[src/rtl/conv_window_generator_if.sv]
// ============================================================================
// Module  : conv_window_generator_if
// Brief   : Pixel-in / 3x3-window-out handshake bundle for conv_window_generator.
//           out_last exists only when CONV_WIN_LAST_EN is defined.
// Rev     : 1.0 - initial release
// ============================================================================
`default_nettype none

interface conv_window_generator_if #(
    parameter int PIXEL_WIDTH = 16
);
    logic                          in_valid;
    logic                          in_ready;
    logic signed [PIXEL_WIDTH-1:0] in_pixel;
    logic                          out_valid;
    logic                          out_ready;
    logic signed [PIXEL_WIDTH-1:0] x00, x01, x02;
    logic signed [PIXEL_WIDTH-1:0] x10, x11, x12;
    logic signed [PIXEL_WIDTH-1:0] x20, x21, x22;
`ifdef CONV_WIN_LAST_EN
    logic                          out_last;
`endif

    // Master: pixel source and window sink surrounding the generator.
    modport master (
        output in_valid, in_pixel, out_ready,
        input  in_ready, out_valid,
        input  x00, x01, x02, x10, x11, x12, x20, x21, x22
`ifdef CONV_WIN_LAST_EN
        , input out_last
`endif
    );

    // Slave: the window generator itself.
    modport slave (
        input  in_valid, in_pixel, out_ready,
        output in_ready, out_valid,
        output x00, x01, x02, x10, x11, x12, x20, x21, x22
`ifdef CONV_WIN_LAST_EN
        , output out_last
`endif
    );
endinterface

`default_nettype wire

[src/rtl/conv_window_generator.sv]
// ============================================================================
// Module  : conv_window_generator
// Brief   : Streaming 3x3 window generator with two line buffers; one window
//           per unpadded position. Optional macro: CONV_WIN_LAST_EN (out_last).
// Rev     : 1.0 - initial release
// ============================================================================
`default_nettype none

module conv_window_generator #(
    parameter int PIXEL_WIDTH = 16,
    parameter int IMG_WIDTH   = 8,
    parameter int IMG_HEIGHT  = 8
) (
    input  wire logic              clk,
    input  wire logic              rst_n,
    conv_window_generator_if.slave win_if
);
    localparam int c_col_w = $clog2(IMG_WIDTH);
    localparam int c_row_w = $clog2(IMG_HEIGHT);
    localparam logic [c_col_w-1:0] c_col_last = c_col_w'(IMG_WIDTH - 1);
    localparam logic [c_row_w-1:0] c_row_last = c_row_w'(IMG_HEIGHT - 1);
    localparam logic [c_col_w-1:0] c_col_two  = c_col_w'(2);
    localparam logic [c_row_w-1:0] c_row_two  = c_row_w'(2);

    typedef logic signed [PIXEL_WIDTH-1:0] pix_t;

    logic [c_col_w-1:0] col_q, col_d;
    logic [c_row_w-1:0] row_q, row_d;
    logic               out_valid_q, out_valid_d;
    pix_t               lb_a_q [IMG_WIDTH];
    pix_t               lb_a_d [IMG_WIDTH];
    pix_t               lb_b_q [IMG_WIDTH];
    pix_t               lb_b_d [IMG_WIDTH];
    pix_t               win_q  [3][3];
    pix_t               win_d  [3][3];

    logic w_in_ready;
    logic w_accept;
    logic w_win_prod;

    assign w_in_ready = rst_n && (!out_valid_q || win_if.out_ready);
    assign w_accept   = win_if.in_valid && w_in_ready;
    assign w_win_prod = w_accept && (row_q >= c_row_two) && (col_q >= c_col_two);

    always_comb begin
        col_d       = col_q;
        row_d       = row_q;
        lb_a_d      = lb_a_q;
        lb_b_d      = lb_b_q;
        win_d       = win_q;
        out_valid_d = w_accept ? w_win_prod : (out_valid_q && !win_if.out_ready);

        if (w_accept) begin
            lb_b_d[col_q] = lb_a_q[col_q];
            lb_a_d[col_q] = win_if.in_pixel;

            for (int i = 0; i < 3; i++) begin
                win_d[i][0] = win_q[i][1];
                win_d[i][1] = win_q[i][2];
            end
            // New right-hand column: row r-2, row r-1, incoming row r.
            win_d[0][2] = lb_b_q[col_q];
            win_d[1][2] = lb_a_q[col_q];
            win_d[2][2] = win_if.in_pixel;

            if (col_q == c_col_last) begin
                col_d = '0;
                row_d = (row_q == c_row_last) ? '0 : row_q + c_row_w'(1);
            end else begin
                col_d = col_q + c_col_w'(1);
            end
        end
    end

    always_ff @(posedge clk or negedge rst_n) begin
        if (!rst_n) begin
            col_q       <= '0;
            row_q       <= '0;
            out_valid_q <= 1'b0;
            for (int i = 0; i < IMG_WIDTH; i++) begin
                lb_a_q[i] <= '0;
                lb_b_q[i] <= '0;
            end
            for (int i = 0; i < 3; i++) begin
                for (int j = 0; j < 3; j++) begin
                    win_q[i][j] <= '0;
                end
            end
        end else begin
            col_q       <= col_d;
            row_q       <= row_d;
            out_valid_q <= out_valid_d;
            lb_a_q      <= lb_a_d;
            lb_b_q      <= lb_b_d;
            win_q       <= win_d;
        end
    end

`ifdef CONV_WIN_LAST_EN
    logic last_q, last_d;

    // Flag follows its window: set by the frame's final pixel, held while stalled.
    always_comb begin
        last_d = w_accept ? (w_win_prod && (row_q == c_row_last) && (col_q == c_col_last))
                          : (last_q && out_valid_d);
    end

    always_ff @(posedge clk or negedge rst_n) begin
        if (!rst_n) begin
            last_q <= 1'b0;
        end else begin
            last_q <= last_d;
        end
    end

    assign win_if.out_last = last_q;
`endif

    assign win_if.in_ready  = w_in_ready;
    assign win_if.out_valid = out_valid_q;
    assign win_if.x00 = win_q[0][0];
    assign win_if.x01 = win_q[0][1];
    assign win_if.x02 = win_q[0][2];
    assign win_if.x10 = win_q[1][0];
    assign win_if.x11 = win_q[1][1];
    assign win_if.x12 = win_q[1][2];
    assign win_if.x20 = win_q[2][0];
    assign win_if.x21 = win_q[2][1];
    assign win_if.x22 = win_q[2][2];
endmodule

`default_nettype wire

[src/flat_wrapper.sv]
// flat-port wrapper written by rule: the top's interface ports become plain ports
module conv_window_generator_flat 
#(
    parameter int PIXEL_WIDTH = 16,
    parameter int IMG_WIDTH   = 8,
    parameter int IMG_HEIGHT  = 8
)
  (clk, rst_n, win_if_in_valid, win_if_in_pixel, win_if_out_ready, win_if_in_ready, win_if_out_valid, win_if_x00, win_if_x01, win_if_x02, win_if_x10, win_if_x11, win_if_x12, win_if_x20, win_if_x21, win_if_x22);
  conv_window_generator_if #(.PIXEL_WIDTH(PIXEL_WIDTH)) win_if_i ();
  input  wire logic clk;
  input  wire logic rst_n;
  input wire logic [$bits(win_if_i.in_valid)-1:0] win_if_in_valid;
  input wire logic [$bits(win_if_i.in_pixel)-1:0] win_if_in_pixel;
  input wire logic [$bits(win_if_i.out_ready)-1:0] win_if_out_ready;
  output wire logic [$bits(win_if_i.in_ready)-1:0] win_if_in_ready;
  output wire logic [$bits(win_if_i.out_valid)-1:0] win_if_out_valid;
  output wire logic [$bits(win_if_i.x00)-1:0] win_if_x00;
  output wire logic [$bits(win_if_i.x01)-1:0] win_if_x01;
  output wire logic [$bits(win_if_i.x02)-1:0] win_if_x02;
  output wire logic [$bits(win_if_i.x10)-1:0] win_if_x10;
  output wire logic [$bits(win_if_i.x11)-1:0] win_if_x11;
  output wire logic [$bits(win_if_i.x12)-1:0] win_if_x12;
  output wire logic [$bits(win_if_i.x20)-1:0] win_if_x20;
  output wire logic [$bits(win_if_i.x21)-1:0] win_if_x21;
  output wire logic [$bits(win_if_i.x22)-1:0] win_if_x22;
  assign win_if_i.in_valid = win_if_in_valid;
  assign win_if_i.in_pixel = win_if_in_pixel;
  assign win_if_i.out_ready = win_if_out_ready;
  assign win_if_in_ready = win_if_i.in_ready;
  assign win_if_out_valid = win_if_i.out_valid;
  assign win_if_x00 = win_if_i.x00;
  assign win_if_x01 = win_if_i.x01;
  assign win_if_x02 = win_if_i.x02;
  assign win_if_x10 = win_if_i.x10;
  assign win_if_x11 = win_if_i.x11;
  assign win_if_x12 = win_if_i.x12;
  assign win_if_x20 = win_if_i.x20;
  assign win_if_x21 = win_if_i.x21;
  assign win_if_x22 = win_if_i.x22;
  conv_window_generator #(.PIXEL_WIDTH(PIXEL_WIDTH), .IMG_WIDTH(IMG_WIDTH), .IMG_HEIGHT(IMG_HEIGHT)) u_core (.clk(clk), .rst_n(rst_n), .win_if(win_if_i));
endmodule
[config.mk]
export PLATFORM = sky130hd
export DESIGN_NAME = conv_window_generator_flat
export DESIGN_NICKNAME = d
export VERILOG_FILES = /design/src/rtl/conv_window_generator_if.sv /design/src/rtl/conv_window_generator.sv /design/src/flat_wrapper.sv
export SDC_FILE = /design/constraint.sdc
export NUM_CORES = 1
export LEC_CHECK = 0
export BUFFER_PORTS_ARGS = -buffer_cell sky130_fd_sc_hd__buf_2
export CAP_MARGIN = 20
export CORE_UTILIZATION = 60
export DETAILED_ROUTE_END_ITERATION = 7
export PLACE_DENSITY = 0.9
export SETUP_SLACK_MARGIN = 0.1
export SYNTH_ARGS = -nofsm -noshare
export SYNTH_HDL_FRONTEND = slang
export SYNTH_SLANG_ARGS = --single-unit
[constraint.sdc]
create_clock -name clk -period 5.4 [get_ports clk]
set_clock_uncertainty 0.15 [all_clocks]
set_input_delay 0.81 -clock clk [delete_from_list [all_inputs] [get_ports clk]]
set_output_delay 0.81 -clock clk [all_outputs]
set_load 0.05 [all_outputs]
### Word level (Yosys, flattened, before mapping)

Index checks and enable logic that the tools add are counted.

| cells by class | value |
|---|---|
| reduce and logical (&&, ||, !) cells | 10 |
| add/sub/neg operators | 2 |
| mux-type cells | 13 |
| equal/unequal tests | 2 |
| bitwise gates (word level) | 1 |
| $lt $le $gt $ge | 4 |

Operator list:

| cell | number |
|---|---|
| $bwmux 128 | 2 |
| $bmux 16 s3 | 2 |
| $mux 16 | 5 |
| $demux 16 s3 | 1 |
| $add 3x1->3 const B | 2 |
| $eq 3x3->1 const B | 2 |
| $ge 3x2->1 const B | 2 |
| $logic_and 1x1->1 | 6 |
| $mux 3 | 2 |
| $ge 4x4->1 const B | 1 |
| $lt 4x1->1 const B | 1 |
| $not 3->4 | 1 |
| $logic_not 1->1 | 2 |
| $reduce_and 2->1 | 1 |
| $logic_or 1x1->1 | 1 |
| $mux 1 | 1 |

| word-level totals | value |
|---|---|
| register bits after elaboration | 407 |
| logic and storage cells | 60 |
| input bits | 20 |
| output and inout port bits | 146 |

### Depth between registers and ports, before layout

Gate-level depths: netlist of the first run.

| depth | value |
|---|---|
| word-level depth | 7 |
| depth in mapped cells | 7 |
| depth with buffers taken out | 5 |

### Worst setup path before layout of the first run

Ideal clock, no wire load.

| timing | value |
|---|---|
| kind | input-to-reg |
| from | input win_if_out_ready |
| to | register u_core.win_q (netlist bit u_core.win_if.x10[13]) |
| buffers on the path | 2 |
| cell stages on the path | 5 |
| path slack | 3.027 ns |
| arrival | 2.098 ns |
| data required time | 5.125 ns |
| cells stage by stage | nand2b_1 -> nand3_2 -> clkbuf_1 -> buf_2 -> mux2_2 |

| between the ends | value |
|---|---|
| cells in the longest elaborated chain, start to end | 3 |

RTL lines:

| element | RTL line | source |
|---|---|---|
| from (decl) | flat_wrapper.sv:14 | `input wire logic [$bits(win_if_i.out_ready)-1:0] win_if_out_ready;` |
| $logic_or 1x1->1 | conv_window_generator.sv:41 | `assign w_in_ready = rst_n && (!out_valid_q \|\| win_if.out_ready);` |
| $logic_and 1x1->1 | conv_window_generator.sv:41 |  |
| $logic_and 1x1->1 | conv_window_generator.sv:42 | `assign w_accept = win_if.in_valid && w_in_ready;` |
| to (signal assigned) | conv_window_generator.sv:95 | `win_q <= win_d;` |
| to (decl) | conv_window_generator.sv:34 | `pix_t win_q [3][3];` |

No other way between the ends.
A chain may end at the register's enable or synchronous reset.

### Final worst setup path of the first run

| timing | value |
|---|---|
| from | register u_core.col_q[0] |
| to | register u_core.lb_a_q[110] (netlist name) |

| between the ends | value |
|---|---|
| cells in the longest elaborated chain, start to end | 6 |

RTL lines:

| element | RTL line | source |
|---|---|---|
| from (decl) | conv_window_generator.sv:27 | `logic [c_col_w-1:0] col_q, col_d;` |
| from (signal assigned) | conv_window_generator.sv:90 | `col_q <= col_d;` |
| $not 3->4 (not written as such) (*) | conv_window_generator.sv:55 | `lb_a_d[col_q] = win_if.in_pixel;` |
| $ge 4x4->1 (not written as such) / $lt 4x1->1 (equally long branches) | conv_window_generator.sv:55 |  |
| $logic_and 1x1->1 (not written as such) | conv_window_generator.sv:55 |  |
| $mux 16 (not written as such) | conv_window_generator.sv:55 |  |
| $demux 16 s3 (*) | conv_window_generator.sv:55 |  |
| $bwmux 128 (*) | conv_window_generator.sv:55 |  |
| to (signal assigned) | conv_window_generator.sv:93 | `lb_a_q <= lb_a_d;` |
| to (decl) | conv_window_generator.sv:30 | `pix_t lb_a_q [IMG_WIDTH];` |

Mark *: on every way between the ends. The rest lies on a longest branch, timed or not.

==> results, run 1 <==
- By area the synthesized netlist is led by sky130_fd_sc_hd__dfrtp_1, sky130_fd_sc_hd__mux2_2, sky130_fd_sc_hd__mux4_2.
- The routed design has 35500 um of wire.
- Synthesis handed over a netlist of 1017 instances.
- Summing all flip-flop and latch instances after layout gives 10200 um2.
- The floorplan row count is 61.
- The first-pass GRT wire length is 57200 um.
- Counting every sink on the clock net gives 407.
- Synthesis instantiated 26 different standard cells from the library.
- The worst setup path is captured at a flop.
- The number of DRC violations after detailed routing is 0.
- Summing all multi-input logic gate instances after layout gives 6670 um2.
- The peak ir drop on the vdd network is 0.391 mV.
- The number of antenna violations at the first check in global routing is 0.
- The max-slew violation count is 0.
- The buffers plus inverters on the worst setup path is 1.
- In the final timing run, aggregate negative setup slack is 0 ns.
- The post-cts sizing count is 0.
- The total routing usage reported by global routing is 25.5%.
- The placeable core area is 28000 um2.
- Data on the critical path arrives at its endpoint at 3.52 ns.
- Counting the buffers created by CTS gives 41.
- The path type of the worst min-delay path is in2async.
- The most frequent cell after synthesis is sky130_fd_sc_hd__dfrtp_1.
- The dominant combinational cell family by area after synthesis is multiplexers.
- The starting density of the core is 61.3%.
- In this run the mean area of a mapped cell was 16.9 um2.
- Among all flip-flop cells after synthesis, the most frequent one is sky130_fd_sc_hd__dfrtp_1.
- The die is 171 um tall.
- After routing the design area is 19700 um2.
- The static power due to leakage is 9.17 nW.
- The cell at the root of the clock tree is sky130_fd_sc_hd__clkbuf_16.
- The placed cell area is 18400 um2.
- The signal on the critical path passes through nand4_1, nor2_2, buf_12, mux2_2.
- The number of buffers inserted by port buffering is 165.
- The final core area utilization is 70.4%.
- The overall die width is 171 um.
- The longest clock path from root to sink contains 3 buffers.
- The count of inserted antenna diode cells is 0.
- The final weighted congestion in routability-driven placement is 0.718.
- Dividing the detail-routed wire length by the instance count gives 22.4 um.
- Measured against the total synthesized area, the mux share comes to 36.3%.
- The worst relative slew slack is 35.4%.
- The synthesized flop and latch total is 407.
- The setup path with the least slack is of type reg2reg.
- Hold repair after CTS inserted 0 buffers.
- Yosys printed 0 warnings.
- The clock slew at the register clock pins of the worst setup and hold paths is 0.06 ns.
- The floorplan step defined a die boundary enclosing 29300 um2.
- The total nets after synthesis is 1043.
- Setup violations remaining at the end of the flow were counted as 0.
- Relative to the synthesized area, the layout overhead comes to 14.7%.
- The total count of hold-check failures in the final report was 0.
- The total congestion overflow after global routing is 0.
- The clock tree from TritonCTS is built.
- The highest fanout seen on the critical path is 43.
- The area fraction in compound gates after synthesis is 0.706%.
- In this design, the largest share of critical-path delay is due to simple AND/OR/NAND/NOR gates.
- The data required time of the worst path is 5.65 ns.
- The cell type with the largest total area after synthesis is sky130_fd_sc_hd__dfrtp_1.
- Setup repair after global routing left no endpoint under its margin.
- The top-area cell type share of the netlist area is 59.3%.
- The number of enable flip-flop cells after synthesis is 0.
- On the critical path, the stage with the largest delay is an instance of sky130_fd_sc_hd__dfrtp_4.
- The clock insertion delay at the later pin of the skew report is 0.53 ns.
- The detail route stage leaves a number of antenna-violating nets equal to 0.
- The worst register-to-register path begins at u_core.col_q[0]$_DFFE_PN0P_.
- The basic-gate share of the synthesized area counting and, or, nand and nor cells is 1.11%.
- The number of H-tree branching levels is 2.
- After layout, the design draws a total of 13.6 mW.
- The count of pins on the block boundary is 166.
- The share of flip-flops with an asynchronous set or reset is 100%.
- The tool flagged a number of max-cap violations equal to 0.
- Counting the fill cells in the layout gives 1735.
- The endpoint identified for the worst register-to-register timing path is u_core.lb_a_q[110]$_DFFE_PN0P_.
- Counting cells, the worst reg-to-reg path comes to 4.
- The share of the Yosys chip area taken by registers is 59.3%.
- Dividing total power by cell area gives a power density of 691 nW/um2.
- The via total after detailed routing is 9489.
- The final layout contains 1207 nets.
- On the worst path, the slowest cell contributes a delay of 0.97 ns.
- Summing the areas of all fa, ha and maj instances in the mapped netlist gives 0.437% of the synthesized area.
- The maximum number of pins on one net before global-route repair is 172.
- The run finished with clean final reports.
- The cell area that synthesis handed to floorplanning was 17200 um2.
- The xor-xnor portion of the synthesized cell area is 0%.
- The number of iterations in the first detailed-routing pass is 4.
- The worst-margin pin slew is 0.969 ns.
- After synthesis, the most frequently instantiated cells are sky130_fd_sc_hd__dfrtp_1, sky130_fd_sc_hd__mux2_2, sky130_fd_sc_hd__mux4_2.
- The maximum operating frequency is 0.306 GHz.
- After legalization and detailed placement, the total HPWL measured 21700 um.
- The ratio of final minimum period to clock period is 60.6%.
- The number of global-route vias before repair came to 10100.
- The detailed-route vias per instance is 5.98.
- The number of violations reported at the end of detailed-routing iteration 0 is 673.
- Cells with a size suffix above 1 make up 58.2% of the layout.
- The post-route minimum period is 3.27 ns.
- The setup check on the worst reg-to-reg path leaves a slack of 2.13 ns.
- STA classifies the critical path startpoint as a flop.
- The setup fix buffers added after clock tree synthesis is 0.
cells in the final DEF, fill, tap and decap left out, types with 9 or more instances in the layout:
cell type	netlist	final
sky130_fd_sc_hd__buf_2	41	164
sky130_fd_sc_hd__buf_4	9	13
sky130_fd_sc_hd__clkbuf_1	6	9
sky130_fd_sc_hd__clkbuf_16	0	43
sky130_fd_sc_hd__dfrtp_1	407	404
sky130_fd_sc_hd__mux2_1	20	20
sky130_fd_sc_hd__mux2_2	351	351
sky130_fd_sc_hd__mux2_4	31	31
sky130_fd_sc_hd__mux2i_1	16	16
sky130_fd_sc_hd__mux4_2	64	64
sky130_fd_sc_hd__nand2_1	19	19
sky130_fd_sc_hd__o21ai_0	18	18
sequential cells by signal (all words and copies together), names as in the netlist:
signal and count:
u_core.win_if.x11 16, u_core.col_q 3, u_core.win_if.x21 16, u_core.win_if.out_valid 1, u_core.win_if.x12 16, u_core.win_if.x02 16, u_core.win_if.x10 16, u_core.row_q 3
u_core.win_if.x20 16, u_core.lb_a_q 128, u_core.lb_b_q 128, u_core.win_if.x01 16, u_core.win_if.x22 16, u_core.win_if.x00 16
worst register-to-register path, stage by stage (launching register included):
cell and delay (ns):
sky130_fd_sc_hd__dfrtp_4 0.97, sky130_fd_sc_hd__nand4_1 0.48, sky130_fd_sc_hd__nor2_2 0.87, sky130_fd_sc_hd__buf_12 0.30, sky130_fd_sc_hd__mux2_2 0.38
layout make-up:
class / count / share of cell area [%]
clock buffer: 59 / 6.12
sequential: 407 / 51.7
tap: 378 / 2.40
inverter: 2 / 0.0381
timing repair buffer: 182 / 5.14
multi-input combinational: 547 / 33.9
clock inverter: 13 / 0.762
worst max-delay path by stage:
stage	endpoint	cells after the start	start	slack (ns)
detailed placement	u_core.lb_a_q[126]$_DFFE_PN0P_	5	rst_n	1.85
finish	u_core.lb_a_q[110]$_DFFE_PN0P_	4	u_core.col_q[0]$_DFFE_PN0P_	2.13
floorplan	win_if_in_ready	2	win_if_out_ready	3.03
global placement	u_core.lb_b_q[88]$_DFFE_PN0P_	5	rst_n	1.98
global route	u_core.lb_a_q[110]$_DFFE_PN0P_	4	u_core.col_q[0]$_DFFE_PN0P_	1.97
CTS	u_core.lb_a_q[110]$_DFFE_PN0P_	4	u_core.col_q[0]$_DFFE_PN0P_	2.10
layer usage:
metal	vias to the layer above	track usage, %	share of wire, %
met2	283	42.2	49
met4	0	6.87	1.9
met3	61	3.57	4.8
met1	5069	35.9	44
li1	4076	-	-
met5	-	0	0
report_power, final:
part / leakage (nW) / total (mW) / internal (mW) / switching, mW
registers: 5.13 / 5.28 / 4.36 / 0.912
clock network: 0.670 / 2.85 / 1.70 / 1.15
logic: 3.37 / 5.50 / 2.32 / 3.17
total: 9.17 / 13.6 / 8.39 / 5.24
logic make-up after synthesis:
| group | Yosys count |
|---|---|
| muxes | 482 |
| DFF | 407 |
| buffers and inverters | 63 |
| and+or+nand+nor | 37 |
| AOI/OAI and AO/OA | 22 |
| adders and majority gates | 6 |
through the flow:
step	hold WS, ns	setup slack (ns)	cells
3_5_place_dp	0.324	1.85	1516
6_report	0.0846	2.13	1588
4_1_cts	0.0907	2.10	1588
5_1_grt	0.117	1.97	1588
3_3_place_gp	0.313	1.98	1516
2_1_floorplan	0.302	3.03	1017
Power figures use the tool's default switching activity.
==> run 2: changes to the inputs <==
Settings changed: ABC_AREA set to 1, CORE_UTILIZATION 60 to 54, PLACE_DENSITY 0.9 to 0.85.
Clock period 5.4 ns to 2.7 ns, I/O delays scaled along.
==> results, run 2 <==
- In the routed layout, each cell is associated on average with a via count of 5.73.
- The detailed router placed 16900 vias in this run.
- The worst setup path is captured at a flop.
- The starting density of the core is 55.0%.
- Summed over all cells, the static leakage comes to 11.3 nW.
- For the worst setup path, the data required time is 3.03 ns.
- Setup repair after global routing left no endpoint under its margin.
- The remaining antenna violation count after routing is 0.
- Buffers inserted during clock tree synthesis total 40.
- The later pin in the worst-skew pair is clocked with a latency of 0.54 ns.
- The path type of the worst min-delay path is in2reg.
- The number of max-cap violations is 0.
- Power comes to 28.7 mW.
- Input and output buffers added on the ports amount to 165.
- The library cell used most frequently in the layout, excluding fill and tap cells, is sky130_fd_sc_hd__nand2_1.
- For the worst flop-to-flop path, the logic depth is 7.
- The count of hold-fix buffers inserted at cts is 1.
- In the routed design, unresolved DRC markers number 0.
- Of all nets on the critical path, the largest fanout is 35.
- Data arrives at the worst endpoint at 2.72 ns.
- In this design, the stage delay of the slowest critical-path cell is 0.56 ns.
- The Yosys step of the flow raised 0 warnings.
- The maximum number of pins on one net before global-route repair is 132.
- For this run, the post-layout net count is 2506.
- In this run the number of cells on the critical path is 7.
- The number of global-route vias before repair was 16200.
- The fraction of final layout cells with drive strength greater than 1 is 13.0%.
- The setup-violating endpoint count in the final report is 0.
- Summed over all instances, the cell type with the most area after synthesis is sky130_fd_sc_hd__dfrtp_1.
- The number of antenna violations at the first check in global routing came to 2.
- The post-route minimum period is 2.39 ns.
- The TritonCTS sink count is 407.
- By area the synthesized netlist is led by sky130_fd_sc_hd__dfrtp_1, sky130_fd_sc_hd__nand2_1, sky130_fd_sc_hd__o21ai_0.
- The sequential share of the synthesized area is 54.9%.
- The cell at the root of the clock tree is sky130_fd_sc_hd__clkbuf_16.
- From bottom edge to top edge, the die measures 187 um.
- The placeable core area is 33700 um2.
- In this run, the number of DRC markers left after iteration 0 of detailed routing was 2263.
- The startpoint-to-endpoint class of the critical path is reg2reg.
- The total wire length after detailed routing is 53300 um.
- The first-pass GRT wire length is 85500 um.
- CTS built an H-tree with a depth of 2.
- The flow ran to the end, and the final reports show no timing, DRC or antenna violations.
- The total nets after synthesis is 2373.
- The final core area utilization is 63.1%.
- The ratio of final minimum period to clock period is 88.5%.
- The count of pins on the block boundary is 166.
- The post-synthesis cell area is 18500 um2.
- The worst-margin pin slew is 0.912 ns.
- The final-layout fill cell count is 2600.
- The share of flip-flops with an asynchronous set or reset is 100%.
- The worst hold path was traced through 3 stages.
- The clock tree from TritonCTS is built.
- STA classifies the critical path startpoint as a flop.
- The minimum setup slack among reg-to-reg paths is 0.31 ns.
- The synthesized flop and latch total is 407.
- Counting flops with a built-in enable in the synthesized netlist gives 0.
- The final sum of negative setup slack is 0 ns.
- Before antenna repair, the detailed router went through 6 iterations.
- The most used flip-flop cell after synthesis is sky130_fd_sc_hd__dfrtp_1.
- The setup fix buffers added after clock tree synthesis is 0.
- Detailed placement finished with a half-perimeter wire length of 32800 um.
- The gate family responsible for the most delay along the worst path is simple AND/OR/NAND/NOR gates.
- The footprint of the flip-flops and latches is 10200 um2.
- Synthesis produced a netlist whose cell count is 2347.
- The top-area cell type share of the netlist area is 54.9%.
- Counting distinct cell types in the post-synthesis netlist gives 24.
- Leaving out fill and tap cells, the most frequent cells in the layout are sky130_fd_sc_hd__nand2_1, sky130_fd_sc_hd__o21ai_0, sky130_fd_sc_hd__dfrtp_1, sky130_fd_sc_hd__inv_1, sky130_fd_sc_hd__buf_2.
- The clock slew at the register clock pins of the worst setup and hold paths is 0.07 ns.
- Counting both buffers and inverters, the worst setup path holds a total of 2.
- The floorplan row count is 67.
- The largest buffer count on any clock path is 3.
- Headroom to the max-slew limit came out at 39.2%.
- Relative to the synthesized area, the layout overhead comes to 14.7%.
- The number of antenna diodes in the final layout is 0.
- For this run, the total global-route usage over all layers was measured as 30.5%.
- Summed over all layers, the global routing overflow is 0.
- Power spread over the standard cell area amounts to 1350 nW/um2.
- The critical path goes through inv_2, nor2_4, nand2_2, nor2_2, buf_4, o21ai_0, nand2_1.
- In the final layout, the registers with the most flip-flops are u_core.lb_a_q: 128 flops, u_core.lb_b_q: 128 flops.
- The total count of hold-check failures in the final report is 0.
- IR analysis of the VDD net gives a maximum drop of 0.858 mV.
- Static timing analysis puts the maximum clock frequency at 0.418 GHz.
- By count the netlist is led by sky130_fd_sc_hd__nand2_1, sky130_fd_sc_hd__o21ai_0, sky130_fd_sc_hd__dfrtp_1.
- The multi-input combinational cells in the finished layout cover a total of 6490 um2.
- Once the clock tree was built, the resizer swapped 0 gates to a different size.
- The routed wire length per instance is 18.1 um.
- The area enclosed by the die boundary is 35100 um2.
- The overall die width is 187 um.
- The final weighted congestion in routability-driven placement is 0.899.
- Averaged over all synthesized cells, the footprint is 7.90 um2.
- The max-slew violation count was 0.
- Among all cell types in the netlist, the one instantiated most often is sky130_fd_sc_hd__nand2_1.
- On the critical path, the stage with the largest delay is an instance of sky130_fd_sc_hd__nor2_4.
-- run 2: cell count changes after synthesis, moves of 31 or more --
cell                       previous run  this run
sky130_fd_sc_hd__o21ai_0             18       417
sky130_fd_sc_hd__mux4_2              64         0
sky130_fd_sc_hd__inv_1                2       306
sky130_fd_sc_hd__nor2_1               4        41
sky130_fd_sc_hd__mux2_4              31         0
sky130_fd_sc_hd__clkbuf_1             6        67
sky130_fd_sc_hd__nand2_1             19       825
sky130_fd_sc_hd__mux2_2             351         0
sky130_fd_sc_hd__nand3_1              0       129
-- run 2: final cells by class --
class                           instances  area share (%)
Clock buffer                           59            5.76
Clock inverter                         10           0.535
Inverter                              309            5.46
Multi-Input combinational cell       1483            30.5
Sequential cell                       407            47.9
Tap cell                              448            2.64
Timing Repair Buffer                  239            7.20
-- run 2: stage by stage --
| step | hold WS (ns) | area (um2) | instances | worst slack, ns |
|---|---|---|---|---|
| 2_1_floorplan | -0.0406 | 18500 | 2347 | 0.339 |
| 5_1_grt | 0.0635 | 21300 | 2955 | 0.238 |
| 4_1_cts | 0.0573 | 21300 | 2955 | 0.353 |
| 3_3_place_gp | 0.307 | 19900 | 2885 | 0.511 |
| 6_report | 0.0688 | 21300 | 2955 | 0.309 |
| 3_5_place_dp | 0.310 | 19900 | 2885 | 0.408 |
-- run 2: path summary, 6_finish.rpt --
check,end,from
min,u_core.lb_a_q[4]$_DFFE_PN0P_,win_if_in_pixel[4]
max,u_core.lb_b_q[86]$_DFFE_PN0P_,u_core.col_q[1]$_DFFE_PN0P_
max reg2reg,u_core.lb_b_q[86]$_DFFE_PN0P_,u_core.col_q[1]$_DFFE_PN0P_
min reg2reg,u_core.win_if.x10[11]$_DFFE_PN0P_,u_core.win_if.x10[11]$_DFFE_PN0P_
min in group asynchronous,u_core.win_if.x01[4]$_DFFE_PN0P_,rst_n
max in group asynchronous,u_core.win_if.x21[1]$_DFFE_PN0P_,rst_n
-- run 2: worst reg2reg max path, delay by kind of cell, from the launching register on --
family / cells / cell delay (ns)
flops: 1 / 0.55
compound gates: 1 / 0.20
buf+inv: 2 / 0.48
simple gates: 4 / 0.93
-- run 2: where the power goes --
group | internal [mW] | total [mW] | switching (mW)
sequential | 8.80 | 10.2 | 1.44
clock | 3.33 | 5.67 | 2.34
combinational | 3.33 | 12.8 | 9.47
-- run 2: cell families after synthesis --
kind of cell / count (synthesis) / synth area share, %
and+or+nand+nor: 1014 / 21.7
AOI/OAI and AO/OA: 463 / 12.7
buffers and inverters: 457 / 10.2
DFF: 407 / 54.9
adders and majority gates: 6 / 0.405
-- run 2: routing by layer --
layer | GRT usage [%] | vias to the layer above | wire length (um) | part of all wire [%]
met5 | 0 | - | 26 | 0.049
met4 | 13.9 | 4 | 2260 | 4.2
met3 | 6.64 | 197 | 6290 | 12
met2 | 48.2 | 1139 | 24500 | 46
met1 | 40.4 | 8025 | 20200 | 38
li1 | - | 7562 | - | -
==> run 3: changes to the inputs <==
Settings changed: CORE_MARGIN set to 5, CORE_UTILIZATION 54 to 40, CTS_BUF_LIST set to sky130_fd_sc_hd__clkbuf_2, PLACE_DENSITY 0.85 to 0.69.
==> results, run 3 (synthesized netlist as in run 2, its figures left out) <==
- The run finished with clean final reports.
- The leading cell type in the layout, fill and taps excluded is sky130_fd_sc_hd__nand2_1.
- Of the total power, the share spent switching nets is 48.9%.
- The routed design has 54300 um of wire.
- The detail route stage leaves a number of antenna-violating nets equal to 0.
- The total routing usage reported by global routing is 21.1%.
- The path type of the worst min-delay path is in2reg.
- The total overflow left after global routing is 0.
- The largest buffer count on any clock path is 3.
- The HPWL after detailed placement is 34000 um.
- Entering global routing, the biggest net connects 175 pins.
- After floorplanning, the core was divided into 78 placement rows.
- The worst-case setup slack after placement is 0.408 ns.
- Setup repair after global routing left no endpoint under its margin.
- Internal power comes to 13.5 mW.
- Max-cap violations in this run came to 0.
- In this design, the stage delay of the slowest critical-path cell is 0.37 ns.
- In the finished design, the share of the clock period the worst path needs comes to 91.7%.
- The worst hold slack is 0.133 ns.
- The area enclosed by the die boundary is 50800 um2.
- The number of global-route vias before repair is 15800.
- Data on the critical path is required at its endpoint by 2.14 ns.
- The number of DRC violations after detailed routing is 0.
- The power density normalized to cell area is 1250 nW/um2.
- The count of placed standard cells in the final layout, fillers left out is 3205.
- The starting density of the core is 40.7%.
- STA classifies the critical path endpoint as an output pin.
- The cell at the root of the clock tree is sky130_fd_sc_hd__clkbuf_2.
- Using the TritonRoute via totals, the vias-per-cell ratio works out to 5.06.
- Once the clock tree was built, the setup fixing pass inserted 0 buffers.
- The maximum operating frequency is 0.404 GHz.
- The highest fanout seen on the critical path is 3.
- The worst pin sits at a relative slew slack of 34.8%.
- The fraction of final layout cells with drive strength greater than 1 is 15.4%.
- For this block, the initial DRC count from the detailed router was 1689.
- The clock slew at the register clock pins of the worst setup and hold paths is 0.10 ns.
- The arrival time at the worst endpoint is 1.92 ns.
- The largest registers in the layout are u_core.lb_a_q: 128 flops, u_core.lb_b_q: 128 flops.
- Buffers placed on the I/O ports in this run total 165.
- The placed cell area is 20000 um2.
- The signal on the critical path passes through inv_1, nor2_2, nor2_4, buf_6.
- The clock tree from TritonCTS is built.
- Of the total power, registers draw 38.3%.
- The TritonCTS buffer count is 101.
- Setup violations remaining at the end of the flow were counted as 0.
- The count of pins on the block boundary is 166.
- The max-slew violation count was 0.
- The height of the die is 225 um.
- The via total after detailed routing is 16200.
- After routing, the total negative slack on setup checks comes to 0 ns.
- The number of cells in the design after placement is 3019.
- The post-route minimum period is 2.47 ns.
- Across the VDD grid, the largest voltage drop is 0.967 mV.
- The net switching power of the design is 12.9 mW.
- The nature of the critical path startpoint is a flop.
- The static power due to leakage is 11.3 nW.
- For this design, the slowest cell found on the critical path is sky130_fd_sc_hd__dfrtp_1.
- With fillers left out, the area of the finished cells amounts to 21100 um2.
- The total count of hold-check failures in the final report is 0.
- The library cells used most frequently in the layout, excluding fill and tap cells, are sky130_fd_sc_hd__nand2_1, sky130_fd_sc_hd__o21ai_0, sky130_fd_sc_hd__dfrtp_1, sky130_fd_sc_hd__inv_1, sky130_fd_sc_hd__buf_2.
- The net count reported at finish is 2569.
- The startpoint-to-endpoint class of the critical path is reg2out.
- For the pin with the worst max-slew slack, the measured transition is 0.978 ns.
- The final weighted congestion in routability-driven placement is 0.827.
- The number of iterations in the first detailed-routing pass is 5.
- The area growth from synthesis to layout is 13.7%.
- The number of antenna violations at the first check in global routing is 2.
- The part of the power in the clock network is 14.9%.
- CTS built an H-tree with a depth of 3.
- The clock insertion delay at the later pin of the skew report is 1.01 ns.
- In the final routed layout, each cell accounts on average for 16.9 um.
- After floorplanning, the core was sized to cover 45600 um2.
- The number of buffers and inverters on the critical path is 2.
- The combinational cell fraction of total power is 46.8%.
- The gate family responsible for the most delay along the worst path is flip-flops.
- The overall die width is 225 um.
- The setup slack after layout is 0.225 ns.
- The first global-routing pass estimated 86600 um of wire.
- The TritonCTS sink count is 407.
run 3: cell count changes in the layout (fill, tap and decap cells not counted), moves of 2 or more:
cell,previous run,this run
sky130_fd_sc_hd__clkbuf_16,42,0
sky130_fd_sc_hd__nor2_4,3,12
sky130_fd_sc_hd__clkinv_2,7,2
sky130_fd_sc_hd__clkinv_1,0,8
sky130_fd_sc_hd__clkbuf_8,11,0
sky130_fd_sc_hd__clkbuf_1,6,0
sky130_fd_sc_hd__nor2_2,10,1
sky130_fd_sc_hd__dlygate4sd3_1,1,21
sky130_fd_sc_hd__clkbuf_2,0,151
sky130_fd_sc_hd__buf_4,62,43
sky130_fd_sc_hd__diode_2,0,2
run 3: area by class of cell:
class / count / area (um2)
Sequential cell: 407 / 10200
Inverter: 309 / 1160
Clock inverter: 12 / 76.3
Tap cell: 600 / 751
Timing Repair Buffer: 241 / 1620
Multi-Input combinational cell: 1483 / 6530
Antenna cell: 2 / 5.00
Fill cell: 4438 / 24500
Clock buffer: 151 / 756
run 3: stage by stage:
stage / utilization [%] / power [mW]
finish: 46.3 / 26.4
global route: 46.3 / 28.4
CTS: 46.3 / 26.5
detailed placement: 43.9 / 22.5
global placement: 43.9 / 22.1
floorplan: - / 18.5
run 3: worst paths after layout:
check,start,end,slack [ns],depth (start not counted)
worst max-delay path,u_core.win_if.out_valid$_DFF_PN0_,win_if_in_ready,0.23,4
worst min-delay path,win_if_out_ready,u_core.win_if.out_valid$_DFF_PN0_,0.13,4
worst max register to register,u_core.col_q[2]$_DFFE_PN0P_,u_core.win_if.x12[0]$_DFFE_PN0P_,0.33,6
worst min register to register,u_core.win_if.x00[13]$_DFFE_PN0P_,u_core.win_if.x00[13]$_DFFE_PN0P_,0.33,2
max in group asynchronous,rst_n,u_core.col_q[0]$_DFFE_PN0P_,0.70,5
min in group asynchronous,rst_n,u_core.win_if.x01[2]$_DFFE_PN0P_,0.39,4
run 3: what timing repair did:
| item | CTS | global route |
|---|---|---|
| hold buffers | 21 | 0 |
| endpoints found under the setup margin | 1 | 0 |
| hold endpoints to repair | 638 | 0 |
| gates resized for setup | 3 | 0 |
run 3: power by group through the flow:
stage / registers [mW] / clock network, mW / logic [mW]
final: 10.1 / 3.94 / 12.4
after global routing: 10.4 / 4.39 / 13.6
after CTS: 10.1 / 4.07 / 12.4
after detailed placement: 10.2 / 0 / 12.3
after global placement: 10.1 / 0 / 12.0
after floorplan: 12.8 / 0 / 5.70
run 3: tightest hold or removal path: cells and delay by family:
family          cells  cell delay [ns]
buf+inv             2             0.64
compound gates      1             0.15
simple gates        1             0.07
run 3: routing by layer:
| metal | global-route usage [%] | share of wire (%) |
|---|---|---|
| met4 | 7.61 | 2.6 |
| met2 | 33.1 | 45 |
| met5 | 0 | 0.013 |
| met1 | 29.4 | 44 |
| met3 | 4.18 | 8.3 |
